## src/rtl/sd_sampler_n.sv

```systemverilog
// sd_sampler_n: captures one of CHANNELS words (or the bypass word) and shifts it out MSB-first on BIT_STB.
// Define SD_SAMPLER_PARITY_EN to append an odd-parity bit after the data bits.
module sd_sampler_n #(
  parameter int unsigned CHANNELS = 4,
  parameter int unsigned WIDTH    = 14,
  parameter int unsigned CH_W     = $clog2(CHANNELS)
) (
  input  logic                      SIM_CLK,
  input  logic                      SIM_RST,
  input  logic                      BIT_STB,
  input  logic                      START,
  input  logic [CH_W-1:0]           CHAN,
  input  logic [CHANNELS*WIDTH-1:0] DIN,
  input  logic [WIDTH-1:0]          BYP_DIN,
  input  logic                      BYP_SET,
  input  logic                      BYP_CLR,
  output logic                      DATA,
  output logic                      BUSY,
  output logic                      DONE,
  output logic                      ERR,
  output logic                      MBYPD
);

  localparam int unsigned CNT_W = $clog2(WIDTH);
  localparam logic [CNT_W-1:0] CNT_LAST = CNT_W'(WIDTH - 1);

`ifdef SD_SAMPLER_PARITY_EN
  typedef enum logic [1:0] {
    ST_IDLE  = 2'd0,
    ST_SHIFT = 2'd1,
    ST_PAR   = 2'd2
  } state_t;
`else
  typedef enum logic [0:0] {
    ST_IDLE  = 1'b0,
    ST_SHIFT = 1'b1
  } state_t;
`endif

  state_t             state_q, state_d;
  logic [WIDTH-1:0]   sr_q, sr_d;
  logic [CNT_W-1:0]   cnt_q, cnt_d;
  logic               data_q, data_d;
  logic               busy_q, busy_d;
  logic               done_q, done_d;
  logic               err_q, err_d;
  logic               mbypd_q, mbypd_d;
  logic [WIDTH-1:0]   sel_word;
  logic [WIDTH-1:0]   cap_word;
  logic               chan_ok;

  // Channel word mux; out-of-range selects yield zero and are flagged via chan_ok.
  always_comb begin
    sel_word = '0;
    for (int unsigned k = 0; k < CHANNELS; k++) begin
      if (CHAN == CH_W'(k)) sel_word = DIN[k*WIDTH +: WIDTH];
    end
  end

  assign chan_ok  = (32'(CHAN) < CHANNELS);
  assign cap_word = mbypd_q ? BYP_DIN : sel_word;

`ifdef SD_SAMPLER_PARITY_EN
  logic par_q, par_d;

  // Parity is taken from the word at capture, since the shifter destroys it.
  always_comb begin
    par_d = par_q;
    if (state_q == ST_IDLE && START && chan_ok) par_d = ~^cap_word;
  end

  always_ff @(posedge SIM_CLK or negedge SIM_RST) begin
    if (!SIM_RST) par_q <= 1'b0;
    else          par_q <= par_d;
  end
`endif

  // Next-state and output logic.
  always_comb begin
    state_d = state_q;
    sr_d    = sr_q;
    cnt_d   = cnt_q;
    data_d  = data_q;
    busy_d  = busy_q;
    done_d  = 1'b0;
    err_d   = 1'b0;

    if (BYP_CLR)      mbypd_d = 1'b0;
    else if (BYP_SET) mbypd_d = 1'b1;
    else              mbypd_d = mbypd_q;

    case (state_q)
      ST_IDLE: begin
        data_d = 1'b0;
        if (START) begin
          if (chan_ok) begin
            sr_d    = cap_word;
            cnt_d   = '0;
            busy_d  = 1'b1;
            data_d  = cap_word[WIDTH-1];
            state_d = ST_SHIFT;
          end else begin
            err_d = 1'b1;
          end
        end
      end

      ST_SHIFT: begin
        if (BIT_STB) begin
          if (cnt_q == CNT_LAST) begin
`ifdef SD_SAMPLER_PARITY_EN
            state_d = ST_PAR;
            data_d  = par_q;
`else
            state_d = ST_IDLE;
            busy_d  = 1'b0;
            done_d  = 1'b1;
            data_d  = 1'b0;
            cnt_d   = '0;
`endif
          end else begin
            sr_d   = {sr_q[WIDTH-2:0], 1'b0};
            cnt_d  = cnt_q + CNT_W'(1);
            data_d = sr_q[WIDTH-2];
          end
        end
      end

`ifdef SD_SAMPLER_PARITY_EN
      ST_PAR: begin
        if (BIT_STB) begin
          state_d = ST_IDLE;
          busy_d  = 1'b0;
          done_d  = 1'b1;
          data_d  = 1'b0;
          cnt_d   = '0;
        end
      end
`endif

      default: begin
        state_d = ST_IDLE;
        busy_d  = 1'b0;
        data_d  = 1'b0;
        cnt_d   = '0;
      end
    endcase
  end

  always_ff @(posedge SIM_CLK or negedge SIM_RST) begin
    if (!SIM_RST) begin
      state_q <= ST_IDLE;
      sr_q    <= '0;
      cnt_q   <= '0;
      data_q  <= 1'b0;
      busy_q  <= 1'b0;
      done_q  <= 1'b0;
      err_q   <= 1'b0;
      mbypd_q <= 1'b0;
    end else begin
      state_q <= state_d;
      sr_q    <= sr_d;
      cnt_q   <= cnt_d;
      data_q  <= data_d;
      busy_q  <= busy_d;
      done_q  <= done_d;
      err_q   <= err_d;
      mbypd_q <= mbypd_d;
    end
  end

  assign DATA  = data_q;
  assign BUSY  = busy_q;
  assign DONE  = done_q;
  assign ERR   = err_q;
  assign MBYPD = mbypd_q;

endmodule

```

## config.mk

```make
export PLATFORM = sky130hd
export DESIGN_NAME = sd_sampler_n
export DESIGN_NICKNAME = d
export VERILOG_FILES = /design/src/rtl/sd_sampler_n.sv
export SDC_FILE = /design/constraint.sdc
export NUM_CORES = 1
export LEC_CHECK = 0
export CAP_MARGIN = 20
export CORE_AREA = 2 2 65 67
export CTS_CLUSTER_DIAMETER = 150
export DETAILED_ROUTE_END_ITERATION = 12
export DIE_AREA = 0 0 67 69
export PLACE_DENSITY = 0.85
export SYNTH_ARGS = -nofsm -noshare
export SYNTH_HDL_FRONTEND = slang
export SYNTH_SLANG_ARGS = --single-unit
```

## constraint.sdc

```tcl
create_clock -name SIM_CLK -period 3.42 [get_ports SIM_CLK]
set_input_delay 0.684 -clock SIM_CLK [delete_from_list [all_inputs] [get_ports SIM_CLK]]
set_output_delay 0.684 -clock SIM_CLK [all_outputs]
set_load 0.01 [all_outputs]
```

# Word-level counts from Yosys, hierarchy flattened

Cells that the tools add are included.

Register bits after elaboration: 22
Bits in latches: 0
RAM bits: 0
Memory bits (read-only): 0
Output and inout port bits: 5
Memories kept: 0

Add/subtract/negate cells: 1
$mul: 0
Divide/modulo/power cells: 0
Magnitude comparators: 0
Equal/unequal tests: 8
Shift-type cells: 0
Mux-type cells: 30
Bitwise operators: 1
Reductions and logical operators: 5

Operators with widths:

| cell                                                   | count |
|---|---|
| two-way mux 14 bit                                     | 5 |
| two-way mux 13 bit                                     | 3 |
| case mux 13 bit (2 select lines)                       | 1 |
| two-way mux 1 bit                                      | 14 |
| two-way mux 4 bit                                      | 3 |
| case mux 4 bit (2 select lines)                        | 1 |
| inequality test 2 bit (second input constant)          | 3 |
| case mux 1 bit (2 select lines)                        | 3 |
| AND reduction 3 bit                                    | 2 |
| adder 4 x 1 -> 4 bit (second input constant)           | 1 |
| equality test 2 bit (second input constant)            | 2 |
| equality test 4 bit (second input constant)            | 1 |
| equality test 2 x 1 -> 1 bit (second input constant)   | 1 |
| zero test 2 bit                                        | 1 |
| inequality test 2 x 1 -> 1 bit (second input constant) | 1 |
| AND reduction 2 bit                                    | 1 |
| nonzero test 2 bit                                     | 1 |
| inverter 1 bit                                         | 1 |

# Longest topological paths before layout

Word-level depth: 8
Mapped depth: 7
Mapped depth without buffers: 6

# Worst setup path after synthesis

OpenSTA, ideal clock, no wires.

Path type: input-to-reg
Start point: in CHAN[0]
End point: reg data_q (netlist: DATA)
Setup time: 0.133 ns
Arrival: 1.528 ns
Required time: 3.287 ns
Path slack: 1.759 ns
Stages: 6
Path buffers: 2
Cells stage by stage: buf_6 > buf_6 > mux2i_1 > nor2_1 > a2111oi_2 > a21oi_1

Longest elaborated chain between the ends: 8
Elaborated cells between the ends (all ways): 11
Those cells by class: eq/ne (3); mux (7); reduce/logical (1)

RTL lines:

| what                                | line | RTL |
|---|---|---|
| start, declared                     | 12   | `input logic [CH_W-1:0] CHAN,` |
| zero test 2 bit                     | 56   | `if (CHAN == CH_W'(k)) sel_word = DIN[k*WIDTH +: WIDTH];` |
| two-way mux 14 bit (3 in series)    | 56   |  |
| two-way mux 14 bit (*)              | 56   |  |
| two-way mux 14 bit (*)              | 61   | `assign cap_word = mbypd_q ? BYP_DIN : sel_word;` |
| two-way mux 1 bit (*)               | 95   | `if (START) begin` |
| case mux 1 bit (2 select lines) (*) | 92   | `case (state_q)` |
| end signal, assigned                | 164  | `data_q <= data_d;` |
| end, declared                       | 43   | `logic data_q, data_d;` |

Every way passes the cells marked *; elsewhere a longest branch is shown, timed or not.
A chain may end at the register's enable or synchronous reset.

# Worst setup path after layout

Start point: reg mbypd_q (netlist: MBYPD)
End point: out MBYPD

RTL lines:

| what                   | line | RTL |
|---|---|---|
| start, declared        | 47   | `logic mbypd_q, mbypd_d;` |
| start signal, assigned | 168  | `mbypd_q <= mbypd_d;` |
| end, declared          | 21   | `output logic MBYPD` |

No word-level cell between the ends.

==> metrics <==
status finished clean; Top FF cell, synth dfrtp_1; kind of cell adding the most delay to the critical path flip-flops; Power Density approximately 450 nW/um2; most frequent cell after synthesis mux2i_1; crit end category primary output; Max-slew headroom 51.4%; Clock Tree Buf Depth 2; kind of critical path reg -> out; Cell Area, Synth between 1500 and 2000 um2; CTS Sinks 22; CP Buf/Inv Count 1; area of the die roughly 4600 um2; routed wire length per instance 15.2 um; Final Hold Fails 0; CTS tree yes; Final Critical Period 2.35 ns; ant diodes 0; final WL 4410 um; Synth area leaders dfrtp_1 34%, mux2i_1 24%, nand2_1 7.2%, o221ai_1 6.5%, buf_6 4.9%; max-cap violations 0; first-pass GRT wire length 7050 um; Critical Path RT 2.74 ns; Antenna Nets Post-Route 0; top cell type's share of synthesized area about a third; Die Wd ~67 um; Hold Path Class reg -> reg; crit path DAT about 1.7 ns; H-tree depth 1; Worst-path clk slew approximately 0.07 ns; RSZ-0062 raised after global routing no; Crit Path Max Fanout 18; initial DRC count 57; grt total ovfl 0; fin crit share about two thirds; clk_skew roughly 0.0075 ns; post-CTS setup repair buffer count 0; initial antenna violation count 0; top cells by instance count after synthesis 39 x mux2i_1, 31 x nand2_1, 22 x dfrtp_1, 12 x o221ai_1, 9 x o21ai_1; buffers added on ports 81; drt pass-1 iters 4; peak supply drop just under 0.3 mV; vias per inst between 5 and 6; Post-synth EDFFs 0; total power roughly 0.0011 W; Synth async-reset ratio 100%; largest stage delay on the critical path between 0.7 and 0.8 ns; Initial Util 41.4%; syn nets 246; register area share after synthesis 34.0%; Hold-fix buffers, CTS 0; pin count of the biggest net entering global routing 28; Cell Rows 23; Worst-Skew Late Latency around 0.26 ns; Syn Area/Cell about 9.8 um2; total track usage between 10% and 20%; Inserted Clock Buffers 3; Synth Instances roughly 170; slowest CP cell dfrtp_1; Final Util 63.2%; Synth area leader dfrtp_1; Post-CTS Resized 0; Die H about 69 um; synth unique cells 30; Syn-to-layout area delta 52.7%; share of cells above drive strength 1 7.50%; Post-DP HPWL 3450 um; Synth Register Bits 22; worst-margin pin slew about 0.73 ns; Placer Congestion ~0.83; fin. max-slew vios 0; total negative setup slack 0 ns; # IOs between 80 and 90; Root Driver clkbuf_8; final setup vio count 0; fin nets 321; Vias approximately 1.5k; Core ar. 3910 um2; Syn. warnings 0; P_leak 1.12 nW; vias in the first global route 1527; DRC 0; critical path launch point type flip-flop; Highest Clock Rate between 400 and 500 MHz; crit path cell chain clkdlybuf4s50_1
report_power, final:
part           switching [W]  internal [W]
logic               0.000239      0.000264
registers          0.0000734      0.000360
clock network      0.0000811      0.000103
cells in the final DEF, fill, tap and decap left out, drive strengths merged, types with 2 or more instances in the layout:
master         netlist  routed
a21oi                3       3
a31oi                2       2
buf                 13       3
clkbuf               1       4
clkdlybuf4s50        0      81
dfrtp               22      22
ha                   2       2
mux2i               39      39
nand2               31      31
nand2b               2       2
nand3                4       4
nor2                 7       7
nor2b                2       2
o21ai               16      16
o221ai              12      12
worst min-delay path, stage by stage, from the launching register on:
cell and delay, ns:
dfrtp_1 0.34, nand2_1 0.06, o21ai_2 0.05
flip-flops by register name (all words and copies together) (netlist names):
register,count
DONE,1
sr_q,13
BUSY,1
DATA,1
cnt_q,4
MBYPD,1
state_q,1
routing by layer:
| metal | track usage [%] | wire (um) |
|---|---|---|
| met5 | 0 | 0 |
| met4 | 2.95 | 29 |
| met1 | 22.2 | 1680 |
| met3 | 5.38 | 248 |
| met2 | 35.8 | 2450 |
final cells by class:
cell class | instances | area [um2]
inverters | 1 | 3.75
clock buffers | 4 | 55.1
fillers | 336 | 1440
multi-input cells | 129 | 947
flip-flops and latches | 22 | 551
well taps | 50 | 62.6
repair buffers | 84 | 853
worst paths after layout:
check	startpoint	end	slack, ns	cells after the start
worst max-delay path	MBYPD$_DFFE_PN0P_	MBYPD	1.07	1
worst min-delay path	sr_q[12]$_DFFE_PN0P_	sr_q[12]$_DFFE_PN0P_	0.48	2
worst max register to register	MBYPD$_DFFE_PN0P_	sr_q[8]$_DFFE_PN0P_	1.47	4
worst min register to register	sr_q[12]$_DFFE_PN0P_	sr_q[12]$_DFFE_PN0P_	0.48	2
max in group asynchronous	SIM_RST	cnt_q[0]$_DFFE_PN0P_	2.33	2
min in group asynchronous	SIM_RST	sr_q[5]$_DFFE_PN0P_	0.68	1
cells by family after synthesis:
group / count (synthesis) / synth area share (%)
simple gates: 49 / 13.2
mux: 40 / 25.5
other cells: 1 / 0.232
flops: 22 / 34.0
compound gates: 37 / 18.0
fa+ha+maj: 2 / 1.55
buf+inv: 15 / 7.50
stage by stage:
stage          hold WS [ns]  instances  area, um2  setup WS (ns)
3_5_place_dp          0.473        285       2390          0.968
3_3_place_gp          0.456        285       2390           1.01
2_1_floorplan         0.388        166       1620           1.76
4_1_cts               0.489        289       2440           1.07
5_1_grt               0.516        290       2470           1.01
6_report              0.482        290       2470           1.07
No activity file was read; power rests on OpenSTA's default activity.
